`config.mk`:
```
export PLATFORM = sky130hd
export DESIGN_NAME = uart_tx_queue
export DESIGN_NICKNAME = d
export VERILOG_FILES = /design/src/rtl/uart_tx_queue.sv
export SDC_FILE = /design/constraint.sdc
export NUM_CORES = 1
export LEC_CHECK = 0
export ABC_AREA = 1
export ABC_CLOCK_PERIOD_IN_PS = 2600
export BUFFER_PORTS_ARGS = -buffer_cell sky130_fd_sc_hd__buf_2
export CAP_MARGIN = 20
export CORE_UTILIZATION = 61
export DETAILED_ROUTE_END_ITERATION = 16
export GPL_TIMING_DRIVEN = 0
export PLACE_DENSITY = 0.91
export SLEW_MARGIN = 0
export SYNTH_ARGS = -nofsm -noshare
export SYNTH_HDL_FRONTEND = slang
export SYNTH_SLANG_ARGS = --single-unit
export TNS_END_PERCENT = 100
```
`constraint.sdc`:
```
create_clock -name clk -period 2.6 [get_ports clk]
set_input_delay 0.26 -clock clk [delete_from_list [all_inputs] [get_ports clk]]
set_output_delay 0.26 -clock clk [all_outputs]
set_load 0.02 [all_outputs]
```
`src/rtl/uart_tx_queue.sv`:
```
// ---------------------------------------------------------------------------
// uart_tx_queue
//
// Byte queue that sits in front of a UART transmitter. Bytes pushed on
// wr_en are kept in a circular buffer. A small launch FSM hands them to the
// transmitter one at a time. Each hand-off is a one-cycle start pulse with
// the byte on tx_data. The FSM then waits for the transmitter to finish the
// frame before it launches the next byte.
//
// Ports
//   clk       in   single clock, all state updates on its rising edge
//   reset     in   synchronous active-high reset
//   wr_en     in   push request
//   wr_data   in   byte to enqueue
//   full      out  queue holds DEPTH bytes
//   empty     out  queue holds no bytes
//   count     out  number of bytes held, 0..DEPTH
//   overflow  out  one-cycle pulse when a push was dropped because of full
//   tx_busy   in   transmitter busy flag
//   tx_done   in   transmitter one-cycle frame-complete pulse
//   start     out  one-cycle launch pulse to the transmitter
//   tx_data   out  byte for the transmitter, held from one pop to the next
//
// Parameters
//   DEPTH     queue entries, power of two in 2..256
//   CW        count width, derived from DEPTH; leave at its default
// ---------------------------------------------------------------------------
module uart_tx_queue #(
  parameter int DEPTH = 16,
  parameter int CW    = $clog2(DEPTH) + 1
) (
  input  logic          clk,
  input  logic          reset,
  input  logic          wr_en,
  input  logic [7:0]    wr_data,
  output logic          full,
  output logic          empty,
  output logic [CW-1:0] count,
  output logic          overflow,
  input  logic          tx_busy,
  input  logic          tx_done,
  output logic          start,
  output logic [7:0]    tx_data
);

  localparam int AW = $clog2(DEPTH);

  localparam logic [CW-1:0] COUNT_FULL = CW'(DEPTH);
  localparam logic [CW-1:0] COUNT_ZERO = {CW{1'b0}};
  localparam logic [CW-1:0] COUNT_ONE  = CW'(1);
  localparam logic [AW-1:0] PTR_ONE    = AW'(1);
  localparam logic [AW-1:0] PTR_ZERO   = {AW{1'b0}};

  typedef enum logic [1:0] {
    ST_IDLE      = 2'd0,
    ST_LAUNCH    = 2'd1,
    ST_WAIT_BUSY = 2'd2,
    ST_WAIT_DONE = 2'd3
  } state_e;

  state_e        state_q, state_d;
  logic [7:0]    mem_q [DEPTH];
  logic [AW-1:0] wr_ptr_q, wr_ptr_d;
  logic [AW-1:0] rd_ptr_q, rd_ptr_d;
  logic [CW-1:0] count_q, count_d;
  logic          full_q, full_d;
  logic          empty_q, empty_d;
  logic          overflow_q, overflow_d;
  logic          start_q, start_d;
  logic [7:0]    tx_data_q, tx_data_d;
  logic          push_s;
  logic          pop_s;

  // Push and pop decisions for the coming edge.
  // A push is judged against the registered full flag. A pop on the same
  // edge therefore never rescues a write into a full queue: that write is
  // dropped and reported as overflow.
  always_comb begin
    push_s = wr_en & ~full_q;
    pop_s  = (state_q == ST_IDLE) & ~empty_q & ~tx_busy;
  end

  // Next-state logic for the pointers, occupancy, flags and output byte.
  always_comb begin
    wr_ptr_d   = wr_ptr_q;
    rd_ptr_d   = rd_ptr_q;
    count_d    = count_q;
    tx_data_d  = tx_data_q;
    full_d     = full_q;
    empty_d    = empty_q;
    overflow_d = 1'b0;

    // The power-of-two depth lets the pointers wrap by plain overflow.
    if (push_s) begin
      wr_ptr_d = wr_ptr_q + PTR_ONE;
    end else begin
      wr_ptr_d = wr_ptr_q;
    end

    // tx_data only changes on a pop, so it stays stable while start is high.
    if (pop_s) begin
      rd_ptr_d  = rd_ptr_q + PTR_ONE;
      tx_data_d = mem_q[rd_ptr_q];
    end else begin
      rd_ptr_d  = rd_ptr_q;
      tx_data_d = tx_data_q;
    end

    // A simultaneous push and pop leaves the count unchanged.
    case ({push_s, pop_s})
      2'b10:   count_d = count_q + COUNT_ONE;
      2'b01:   count_d = count_q - COUNT_ONE;
      default: count_d = count_q;
    endcase

    // Flags are registered from the next count, so they match count_q.
    full_d     = (count_d == COUNT_FULL);
    empty_d    = (count_d == COUNT_ZERO);
    overflow_d = wr_en & full_q;
  end

  // Launch FSM next-state logic. start is raised only on the IDLE pop.
  always_comb begin
    state_d = state_q;
    start_d = 1'b0;
    case (state_q)
      ST_IDLE: begin
        if (pop_s) begin
          state_d = ST_LAUNCH;
          start_d = 1'b1;
        end else begin
          state_d = ST_IDLE;
          start_d = 1'b0;
        end
      end
      ST_LAUNCH: begin
        state_d = ST_WAIT_BUSY;
      end
      ST_WAIT_BUSY: begin
        // A very short frame can report done before busy is ever seen.
        if (tx_done) begin
          state_d = ST_IDLE;
        end else if (tx_busy) begin
          state_d = ST_WAIT_DONE;
        end else begin
          state_d = ST_WAIT_BUSY;
        end
      end
      ST_WAIT_DONE: begin
        if (tx_done) begin
          state_d = ST_IDLE;
        end else begin
          state_d = ST_WAIT_DONE;
        end
      end
      default: begin
        state_d = ST_IDLE;
      end
    endcase
  end

  // Control and status registers. Reset overrides any push or pop.
  always_ff @(posedge clk) begin
    if (reset) begin
      state_q    <= ST_IDLE;
      wr_ptr_q   <= PTR_ZERO;
      rd_ptr_q   <= PTR_ZERO;
      count_q    <= COUNT_ZERO;
      full_q     <= 1'b0;
      empty_q    <= 1'b1;
      overflow_q <= 1'b0;
      start_q    <= 1'b0;
      tx_data_q  <= 8'h00;
    end else begin
      state_q    <= state_d;
      wr_ptr_q   <= wr_ptr_d;
      rd_ptr_q   <= rd_ptr_d;
      count_q    <= count_d;
      full_q     <= full_d;
      empty_q    <= empty_d;
      overflow_q <= overflow_d;
      start_q    <= start_d;
      tx_data_q  <= tx_data_d;
    end
  end

  // Byte storage. It is not cleared by reset because the pointers already
  // mark every entry invalid. A push is still blocked during reset.
  always_ff @(posedge clk) begin
    if (!reset && push_s) begin
      mem_q[wr_ptr_q] <= wr_data;
    end
  end

  assign full     = full_q;
  assign empty    = empty_q;
  assign count    = count_q;
  assign overflow = overflow_q;
  assign start    = start_q;
  assign tx_data  = tx_data_q;

endmodule

```
* After elaboration in Yosys (flattened, before gate mapping) *
Memory sizes are Yosys's and may differ from the RTL's. A register that Yosys moved wholly into a read port is not among the register bits.
Cells that the tools add are included.

word-level totals
  register bits after elaboration = 19
  output and inout bits = 17
  input bits = 13
  memories kept = 1
  RAM bits = 128
  word-level logic and storage cells = 41

cells by class
  equality and inequality tests = 6
  multiplexer cells = 9
  add/subtract/negate cells = 4
  bitwise operators = 8
  reductions and logical operators = 5

memory list
  name   words  width  read ports  clocked after memory_dff  wr ports  line  text
  mem_q  16     8      1           1                         1         62    logic [7:0] mem_q [DEPTH];

operator list
  operator                                          count
  one-hot mux 5 bit (2 select lines)                1
  adder 4 x 1 -> 4 bit, second input constant       2
  one-hot mux 2 bit (4 select lines)                1
  == test 2 bit, second input constant              3
  adder 5 x 1 -> 5 bit, second input constant       1
  == test 5 bit, second input constant              1
  logical NOT 5 bit                                 1
  two-way mux 1 bit                                 5
  subtractor 5 x 1 -> 5 bit, second input constant  1
  AND 1 bit                                         4
  == test 2 x 1 -> 1 bit, second input constant     2
  two-way mux 2 bit                                 2
  NOT 1 bit                                         4
  logical NOT 2 bit                                 1
  OR reduction 2 bit                                1
  logical AND 1 bit                                 1
  logical NOT 1 bit                                 1

* Depth between registers and ports, before layout *
  depth in word-level cells = 6
  mapped depth = 18
  depth with buffers taken out = 17

* Worst setup path after synthesis *
No wires, ideal clock.

  kind = register to register
  start point = register empty_q (netlist: empty)
  end point = register empty_q (netlist: empty)
  path buffers = 1
  setup slack = 450 ps
  setup time = 70 ps
  clock period less this slack = 2,150 ps
  data required time = 2,530 ps
  cell stages (with the launch flop) = 15
  arrival = 2,080 ps
  cells stage by stage = dfxtp_1 nor2_1 nand2_1 inv_1 buf_2 ha_1 nand2_1 inv_1 nor2_1 ha_1 o21ai_0 nand2_1 nor2_1 nand3_1 o21bai_1

between the ends
  longest elaborated chain between the ends = 6
  elaborated cells on any way between the ends = 7
  classes of those cells = eq/ne: 2; mux: 1; bitwise: 3; reduce/logical: 1

RTL lines
  what                                                            line  text
  start, declared                                                 67    logic empty_q, empty_d;
  start signal, assigned                                          180   empty_q <= empty_d;
  NOT 1 bit (*)                                                   80    pop_s = (state_q == ST_IDLE) & ~empty_q & ~tx_busy;
  AND 1 bit (*) (2 in a row)                                      80
  named net pop_s                                                 72    logic pop_s;
  == test 2 x 1 -> 1 bit / == test 2 bit (equally long branches)  110   case ({push_s, pop_s})
  one-hot mux 5 bit (2 select lines) (*)                          110
  logical NOT 5 bit (*)                                           118   empty_d = (count_d == COUNT_ZERO);

The timed path passes the listed nets; every way through them passes the cells marked *.
A chain may end at the register's enable or synchronous reset.

* Worst setup path after layout *
  start point = register state_q[0]
  end point = register empty_q (netlist: empty)

between the ends
  longest elaborated chain between the ends = 6
  elaborated cells on any way between the ends = 7
  classes of those cells = eq/ne: 2; mux: 1; bitwise: 2; reduce/logical: 2

RTL lines
  what                                                            line  text
  start, declared                                                 61    state_e state_q, state_d;
  start signal, assigned                                          175   state_q <= state_d;
  logical NOT 2 bit (*)                                           80
  AND 1 bit (*) (2 in a row)                                      80
  named net pop_s                                                 72
  == test 2 x 1 -> 1 bit / == test 2 bit (equally long branches)  110
  one-hot mux 5 bit (2 select lines) (*)                          110
  logical NOT 5 bit (*)                                           118

Marks and branches as above.

==> flow_summary.toml <==
[run_status]
status = "finished clean"

[timing]
fmax_mhz = 422
slew_viol_final = 0
setup_viol = 0
finalHoldViolations = 0
min_period_over_period_pct = 91.1
relSlewSlack_pct = 39.3
tns_ns = 0
tightest_slew_ns = 0.907
finClkSkew_ns = 0.00718
fin_crit_ns = 2.37

[global_route]
grt_usage_pct = 30.0
grt_first_pass_wirelength_um = 23800
grt_max_degree = 18
grt_antenna_before_repair = 0
grt_pass1_vias = 4564
grt-ovfl-total = 0

[cts]
numCtsBuffers = 17
clockBufferDepth = 2
cts_root_buf = "clkbuf_8"
clkTransAtPathRegs_ns = 0.06
tritoncts = "built"
htree_levels = 4
post_cts_buffers = 0
clock_latency_ns = 0.53
cts.sinks = 155

[worst_setup_path]
path_buf_inv = 5
critPathTopFamily = "simple AND/OR/NAND/NOR gates"
path_cells = "nor2_1 > nand2_1 > inv_1 > buf_4 > ha_4 > nand2_1 > inv_1 > nor2_1 > ha_1 > inv_1 > nand2_1 > inv_1 > nand2_1 > nand3_1 > nand2_1 > nor2_1 > nand3_1 > o21bai_1"
end_kind = "register"
critPathMaxFanout = 11
crit_type = "register to register"
worstSetupStartpointType = "register"
worstPathArrival_ns = 2.81
rr_startpoint = "state_q[0]"
crit_top_cell = "nand2_1"
critical_path.max_stage_delay_ns = 0.33
critPathRequiredTime_ns = 3.04
startpoint = "state_q[0]"
crit_slowest_cell = "dfxtp_1"

[hold_path]
hold_path_startpoint = "tx_busy"
worstHoldPathType = "input port to register"

[pwr]
power.density_nw_per_um2 = 867
switching_share_pct = 29.3
p_comb_share_pct = 17.0
power_frac_clock_pct = 39.1
cell_internal_pwr_mw = 4.55
p_switching_mw = 1.88
leakagePower_nw = 2.75
seqPwrFrac_pct = 43.9
ir_drop_v = 0.000576
total_power_mw = 6.43

[logic_synthesis]
synth_flop_cell = "edfxtp_1"
async_flop_share_pct = 0
ys_warn_count = 0
ys_types = 24
synthCells = 576
ys_ff_latch = 155
syn_area_um2 = 6420
synth.net_count = 597
avgSynthCellArea_um2 = 11.1
seq_area_frac_synth_pct = 68.3
synth_edf_count = 128

[route]
drt_pass1_iterations = 5
post_drt_wl_per_cell_um = 19.6
viasPerCell = 5.99
drt-initial-drc-count = 512
postRouteAntennaNets = 0
wirelength_um = 15400
drc = 0
vias = 4684

[floorplan]
io_pins = 30
die_h_um = 105
fp.dieW_um = 105
start_util_pct = 62.4
rows = 37
die_area_um2 = 10900
core_area_um2 = 10300

[cells_and_area]
diodes = 0
final_common_cell = "nor2_1"
multi_input_area_um2 = 1730
final.fill_count = 667
ff_latch_area_um2 = 4380
nets = 654
drive_gt1_share_pct = 14.6
area_growth_pct = 15.6
final_cell_mix = "nor2_1, edfxtp_1, o21ai_0"
fin_util_pct = 72.2

[placed_design]
dp_hpwl_um = 10100
io_buffer_count = 28
place.gp.congestion = 0.892

[flow_run]
maxCapViolCount = 0
-- sequential cells by signal, summed over array words and instances (netlist names) --
name      cells
count         5
wr_ptr_q      4
full          1
mem_q       128
overflow      1
empty         1
start         1
state_q       2
rd_ptr_q      4
tx_data       8
-- stage by stage --
step | hold slack (ns) | cell area, um2 | setup slack (ns) | std cells
finish | 0.0483 | 7420 | 0.231 | 782
global route | 0.0779 | 7420 | -0.0377 | 782
CTS | 0.0401 | 7380 | 0.0756 | 778
floorplan | 0.359 | 6420 | 0.450 | 576
detailed placement | 0.465 | 6750 | 0.0640 | 744
global placement | 0.440 | 6730 | 0.178 | 740
-- layer usage --
| layer | GRT usage (%) | part of all wire (%) |
|---|---|---|
| met5 | 0 | 0 |
| met4 | 16.2 | 3.4 |
| met3 | 5.80 | 9.4 |
| met2 | 49.3 | 50 |
| met1 | 37.8 | 37 |
-- cells in the mapped netlist (8+ instances only) --
cell        n  area share [%]
nand3_1    35             2.7
edfxtp_1  128              60
clkbuf_1    9            0.53
nand2_1    44             2.6
inv_1      32             1.9
nor2_1    140             8.2
dfxtp_1    27             8.4
o211ai_1   32             3.7
nor3_1     10            0.78
ha_1        8             1.6
o21ai_0    46             3.6
a21oi_1    10            0.78
o21ai_1    23             1.8
buf_2      10            0.78
-- worst reg2reg max path: stages, from the launching register on --
cell and delay, ns:
dfxtp_1 0.33, nor2_1 0.12, nand2_1 0.14, inv_1 0.12
buf_4 0.21, ha_4 0.18, nand2_1 0.07, inv_1 0.09
nor2_1 0.06, ha_1 0.18, inv_1 0.05, nand2_1 0.10
inv_1 0.08, nand2_1 0.05, nand3_1 0.10, nand2_1 0.06
nor2_1 0.08, nand3_1 0.11, o21bai_1 0.18
-- power groups by stage --
stage,Clock (mW),Combinational (mW),Sequential (mW)
after floorplan,0,0.669,2.93
after global routing,2.61,1.20,2.83
after CTS,2.51,1.07,2.82
after detailed placement,0,1.05,2.88
after global placement,0,1.01,2.87
final,2.51,1.09,2.82
-- final cells by class --
type / instances / area share [%]
Sequential cell: 155 / 59.1
Buffer: 30 / 2.58
Clock inverter: 15 / 2.62
Multi-Input combinational cell: 356 / 23.3
Inverter: 35 / 1.77
Clock buffer: 17 / 5.58
Timing Repair Buffer: 38 / 2.73
Tap cell: 136 / 2.29
-- repair_timing --
| item | 4_1_cts | 5_1_grt |
|---|---|---|
| gates resized for setup | 0 | 5 |
| setup endpoints to repair | 0 | 3 |
| hold buffers | 2 | 0 |
| hold endpoints to repair | 2 | 0 |
-- kinds of logic after synthesis --
| logic type | count (synthesis) | synth area share, % |
|---|---|---|
| xor+xnor | 1 | 0.137 |
| simple gates | 232 | 14.6 |
| flops | 155 | 68.3 |
| compound gates | 115 | 10.4 |
| buf+inv | 65 | 4.99 |
| fa+ha+maj | 8 | 1.56 |
-- final timing paths --
path | end | slack (ns) | depth (start not counted)
hold / removal | state_q[0] | 0.05 | 3
hold reg to reg | overflow | 0.47 | 2
setup / recovery | empty | 0.23 | 18
setup reg to reg | empty | 0.23 | 18
No activity file was read; power rests on OpenSTA's default activity.
